===== config.mk =====
export PLATFORM = sky130hd
export DESIGN_NAME = fetch_unit
export DESIGN_NICKNAME = d
export VERILOG_FILES = /design/src/rtl/fetch_unit.sv
export SDC_FILE = /design/constraint.sdc
export NUM_CORES = 1
export LEC_CHECK = 0
export CAP_MARGIN = 20
export CORE_UTILIZATION = 38
export DETAILED_ROUTE_END_ITERATION = 16
export GPL_ROUTABILITY_DRIVEN = 0
export PLACE_DENSITY_LB_ADDON = 0.08
export SLEW_MARGIN = 20
export SYNTH_ARGS = -nofsm -noshare
export SYNTH_HDL_FRONTEND = slang
export SYNTH_SLANG_ARGS = --single-unit

===== constraint.sdc =====
create_clock -name clk -period 1.85 [get_ports clk]
set_input_delay 0.185 -clock clk [delete_from_list [all_inputs] [get_ports clk]]
set_output_delay 0.185 -clock clk [all_outputs]
set_load 0.01 [all_outputs]

===== src/rtl/fetch_unit.sv =====
// fetch_unit: instruction fetch stage of the soft MIPS core.
// Owns the PC, buffers one instruction across stalls, squashes on redirect.
module fetch_unit #(
   parameter int ADDR_WIDTH = 7,
   parameter int RESET_PC   = 0
) (
   input  logic        clk,
   input  logic        reset,
   output logic [31:0] pc,
   input  logic [31:0] inst_in,
   input  logic        stall,
   input  logic        branch_taken,
   input  logic [15:0] branch_offset,
   input  logic        jump_valid,
   input  logic [25:0] jump_index,
   output logic [31:0] inst_out,
   output logic [31:0] inst_pc,
   output logic        inst_valid
);

   localparam int AW = ADDR_WIDTH;
   localparam logic [AW-1:0] PC0 = AW'(RESET_PC);

   logic [AW-1:0] pc_q;
   logic [AW-1:0] inst_pc_q;
   logic          valid_q;
   logic          hold_valid;
   logic [31:0]   hold_inst;

   logic [31:0]   off_sx;
   logic [AW-1:0] br_target;
   logic [AW-1:0] target;
   logic          redirect;
   logic          unused;

   assign off_sx    = {{16{branch_offset[15]}}, branch_offset};
   assign br_target = inst_pc_q + AW'(1) + off_sx[AW-1:0];
   assign unused    = ^{off_sx[31:AW], jump_index[25:AW]};

   // Redirects only act on a correct-path instruction that decode consumes.
   assign redirect = !stall && valid_q && (jump_valid || branch_taken);

   always_comb begin
      target = br_target;
      if (jump_valid) begin
         target = jump_index[AW-1:0];
      end
   end

   always_ff @(posedge clk) begin
      if (reset) begin
         pc_q       <= PC0;
         inst_pc_q  <= '0;
         valid_q    <= 1'b0;
         hold_valid <= 1'b0;
         hold_inst  <= '0;
      end else if (stall) begin
         // Memory keeps re-reading pc_q, so latch the presented word once.
         if (!hold_valid) begin
            hold_inst  <= inst_in;
            hold_valid <= 1'b1;
         end
      end else if (redirect) begin
         pc_q       <= target;
         inst_pc_q  <= pc_q;
         valid_q    <= 1'b0;
         hold_valid <= 1'b0;
      end else begin
         pc_q       <= pc_q + AW'(1);
         inst_pc_q  <= pc_q;
         valid_q    <= 1'b1;
         hold_valid <= 1'b0;
      end
   end

   assign pc         = {{(32-AW){1'b0}}, pc_q};
   assign inst_pc    = {{(32-AW){1'b0}}, inst_pc_q};
   assign inst_valid = valid_q;
   assign inst_out   = hold_valid ? hold_inst : inst_in;

endmodule


==> Yosys cells after proc, flatten, opt, wreduce, memory -nomap -nowiden <==
Index checks and enable logic that the tools add are counted.
{ "totals": {"inputBits": 79, "n_memories": 0, "latch_bits": 0, "mem_bits_rw": 0, "reg_bits": 48, "word_cells": 17, "out_inout_bits": 97, "mem_bits_ro": 0} }
{ "classes": {"n_eq_ne": 0, "shift": 0, "order_cmp": 0, "n_reduce_logical": 4, "div_mod_pow": 0, "add_sub_neg": 3, "bitwise_logic": 0, "multipliers": 0, "n_mux": 5} }
{ "op_table": {"columns": ["cell", "count"], "rows": [
  ["2-to-1 mux 32 bit", 1],
  ["adder 7 x 1 -> 7 bit (second input constant)", 2],
  ["2-to-1 mux 7 bit", 2],
  ["adder 7 bit", 1],
  ["logical AND 1 bit", 2],
  ["2-to-1 mux 1 bit", 2],
  ["logical NOT 1 bit", 1],
  ["logical OR 1 bit", 1]
]} }

==> Logic depth before layout (Yosys ltp) <==
{ "depth": {"ltp_word": 4, "depth_mapped": 9, "mapped_depth_nobuf": 9} }

==> Worst setup path after synthesis <==
Ideal clock, no wire load.
{ "synth_path": {"path_kind": "flip-flop to flip-flop", "startpoint": "register inst_pc_q[0]", "endpoint": "register pc_q[4]", "setup_ps": 119, "slack_ps": 128, "arrival_time_ps": 1603, "required_time_ps": 1731, "path_stages_with_launch": 9, "n_path_buf": 0, "synth_period_minus_slack_ps": 1722, "cell_sequence": "dfxtp_1 inv_1 ha_1 inv_1 fa_1 a21o_1 a21oi_1 xnor2_1 o221a_2"} }
{ "synth_via": {"elab_chain_cells": 4} }
{ "synth_lines": {"columns": ["item", "line_no", "text"], "rows": [
  ["start: declaration", "25", "logic [AW-1:0] inst_pc_q;"],
  ["start signal: assignment", "65", "inst_pc_q <= pc_q;"],
  ["start signal: assignment", "70", "inst_pc_q <= pc_q;"],
  ["adder 7 x 1 -> 7 bit", "37", "assign br_target = inst_pc_q + AW'(1) + off_sx[AW-1:0];"],
  ["adder 7 bit", "37", null],
  ["2-to-1 mux 7 bit", "45", "if (jump_valid) begin"],
  ["2-to-1 mux 7 bit", "63", "end else if (redirect) begin"],
  ["end signal: assignment", "64", "pc_q <= target;"],
  ["end signal: assignment", "69", "pc_q <= pc_q + AW'(1);"],
  ["end: declaration", "24", "logic [AW-1:0] pc_q;"]
]} }
Every way passes these cells.
A chain may end at the register's enable or synchronous reset.

==> Worst setup path after layout <==
{ "layout_path": {"startpoint": "input port branch_offset[1]", "endpoint": "register pc_q[3]"} }
{ "layout_via": {"elab_chain_cells": 3} }
{ "layout_lines": {"columns": ["item", "line_no", "text"], "rows": [
  ["start: declaration", "13", "input logic [15:0] branch_offset,"],
  ["adder 7 bit", "37", null],
  ["2-to-1 mux 7 bit", "45", null],
  ["2-to-1 mux 7 bit", "63", null]
]} }
Every way passes these cells.

==> impl_metrics.tcl <==
set metrics [dict create \
    outcome "finished, final reports clean" \
    holdPathStages 2 \
    cts.sinks 48 \
    final_cell_area_sq_um 3880 \
    grt_max_degree 30 \
    synth_xor_area_frac 0.009024 \
    grt_pass1_wl_um 9867 \
    drv_cap 0 \
    grt_pass1_vias 2127 \
    yosysUniqueCellTypes 42 \
    vias 2322 \
    crit_arrival_ns 1.93 \
    start_util 0.3972 \
    ctsHoldBuffers 0 \
    drtAntennaViolNets 0 \
    route.detailed.drc 0 \
    yosysSeqAreaShare 0.3300 \
    synth_top_family_by_area "multiplexers" \
    critPathLaunchType "primary input" \
    hp-class "in -> reg" \
    synth_top_area_frac 0.3300 \
    drv_slew 0 \
    yosysWarnings 0 \
    synth-seq-cells 48 \
    gr-total-overflow 0 \
    grt_use_met2 0.2609 \
    max_stage_delay_ns 0.46 \
    crit_fanout 2 \
    fp.dieH_um 89.53 \
    synthAdderAreaFrac 0.03696 \
    synth_compound_area_frac 0.08036 \
    drive_gt1_frac 0.1253 \
    ff2ff_path_depth 8 \
    clock_latency_ns 0.30 \
    cp_cell_sequence "clkdlybuf4s50_1 > ha_1 > nor2b_1 > o21ai_0 > or3b_2 > a21oi_1 > a2111oi_0" \
    r2r_start "inst_pc_q[0]" \
    rows 31 \
    syn_inst 310 \
    pin_count 176 \
    cts_buffers 5 \
    via_per_inst 4.589 \
    clock-root-buffer "clkbuf_8" \
    slew_headroom 0.5924 \
    die_x_um 89.53 \
    rrSetupSlack_ns 0.13 \
    min_from "reset" \
    final_nets 494 \
    cts-htree-levels 2 \
    cts_tree "yes" \
    cts_setup_buffers 0 \
    r2r_end "pc_q[4]" \
    grt_use_total 0.1588 \
    final.setup.tns_ns 0 \
    p_leak_nw 1.729 \
    worst_slew_pin_slew_ns 0.6050 \
    clockBufferDepth 2 \
    clk_pin_slew_ns 0.09 \
    layoutNonFillerInstCount 506 \
    setup_viol 0 \
    cellPowerDensity_nw_per_um2 611.8 \
    final_cell_mix "clkdlybuf4s50_1, nor2_1, conb_1" \
    critPathCaptureType "flop" \
    num_antenna_cells 0 \
    synthSimpleGateAreaFrac 0.1165 \
    synthToLayoutAreaGrowth_pct 33.26 \
    port_buffers 97 \
    peakVddDrop_mv 0.3487 \
    placed_cell_area_sq_um 3826 \
    drt_first_iter_violations 54 \
    period_minus_slack_ns 1.749 \
    cp.required_ns 2.03 \
    dr.pass1.iters 4 \
    synth_mux_area_frac 0.2647 \
    final_common_cell "clkdlybuf4s50_1" \
    fmax_mhz 571.8 \
    worst_hold_path.endpoint "inst_pc_q[3]" \
    synth_top_area_cell "dfxtp_1" \
    netlist_area_sq_um 2912 \
    dp.cells 499 \
    met1_usage 0.2004 \
    slowest_stage "clkdlybuf4s50_1" \
    grt.busiest_layer "met2" \
    avgRoutedWirePerCell_um 12.41 \
    met3_usage 0.05355 \
    finalCritPeriodShare 0.9453 \
    antenna_found_initial 0 \
    path_class "in -> reg" \
    core-area_sq_um 7331 \
    finalWirelength_um 6278 \
    syn_area_per_cell_sq_um 9.392 \
    final.fill_count 685 \
    finalHoldViolCount 0 \
    ys_top_cells_by_area "dfxtp_1, mux2i_1, buf_4, mux2_2, nor2_1" \
    die_area_sq_um 8016 \
    post-dp-hpwl_um 4684 \
    fin_skew_ns 0.004358 \
]
worst max path at each step:
stage | endpoint | from | slack [ns]
2_1_floorplan | pc_q[4] | inst_pc_q[0] | 0.13
3_3_place_gp | pc_q[6] | branch_offset[0] | -0.20
3_5_place_dp | pc_q[6] | branch_offset[0] | -0.22
4_1_cts | pc_q[6] | inst_pc_q[0] | 0.04
5_1_grt | pc_q[3] | branch_offset[1] | -0.008
6_report | pc_q[3] | branch_offset[1] | 0.10
cells by family after synthesis:
logic type / count (synthesis)
AO/OA/AOI/OAI: 35
XOR/XNOR: 3
adder cells (fa/ha/maj): 8
buffers and inverters: 70
flip-flops: 48
multiplexers: 73
other: 1
AND/OR/NAND/NOR: 72
where the power goes:
| part | internal, mW | total (mW) | switching [mW] |
|---|---|---|---|
| Clock | 0.257 | 0.616 | 0.359 |
| Sequential | 1.09 | 1.13 | 0.0405 |
| Combinational | 0.334 | 0.625 | 0.291 |
final cells by class:
cell class | count | area (sq um) | area share
multi-input cells | 241 | 1673 | 0.4312
repair buffers | 107 | 1021 | 0.2631
flip-flops and latches | 48 | 965.9 | 0.2490
well taps | 99 | 123.9 | 0.03193
clock buffers | 5 | 68.82 | 0.01774
inverters | 4 | 15.01 | 0.003870
clock inverters | 2 | 12.51 | 0.003225
routing by layer:
layer / share of wire / vias to the layer above
li1: - / 1164
met1: 0.46 / 1069
met2: 0.45 / 82
met3: 0.079 / 7
met4: 0.0089 / 0
met5: 0 / -
through the flow:
| stage | hold slack (ns) | setup slack [ns] | power [mW] | utilization |
|---|---|---|---|---|
| floorplan | 0.3197 | 0.1283 | 1.585 | - |
| global placement | 0.4653 | -0.1998 | 1.820 | 0.5219 |
| detailed placement | 0.4799 | -0.2230 | 1.822 | 0.5219 |
| CTS | 0.3480 | 0.03813 | 2.403 | 0.5281 |
| global route | 0.3615 | -0.007663 | 2.523 | 0.5293 |
| finish | 0.3460 | 0.1013 | 2.374 | 0.5293 |
repair_timing:
action,4_1_cts,5_1_grt
gates resized for setup,34,3
setup endpoints to repair,32,3
pin swaps,0,1
flip-flops by register name (all words and copies together), names as in the netlist:
register	flops
hold_inst	32
hold_valid	1
pc_q	7
inst_pc_q	7
inst_valid	1
synthesized netlist by cell type, drive strengths merged:
library cell   n
nand4bb        1
o311ai         1
o211a          1
fa             1
nand2b         1
conb           1
ha             7
dfxtp         48
o221a          1
o21ai          8
nand3          2
mux2          32
a31o           1
nor3b          1
a21oi         10
or4b           1
xnor2          3
inv            4
nand2          3
a21o           1
nand3b         1
o31ai          1
a211oi         5
or3b           1
clkbuf         5
nor2b          2
and4           2
nor2          50
a31oi          1
a2111oi        1
mux2i         41
o21a           2
nand4b         3
buf           61
nor3           3
o21bai         2
and2b          1
worst max-delay path: cells and delay by family:
family                     cells  cell delay [ns]
and+or+nand+nor                2             0.60
buffers and inverters          1             0.46
AOI/OAI and AO/OA              3             0.38
adders and majority gates      1             0.30
Note: power is estimated with default switching activity, not from simulation.
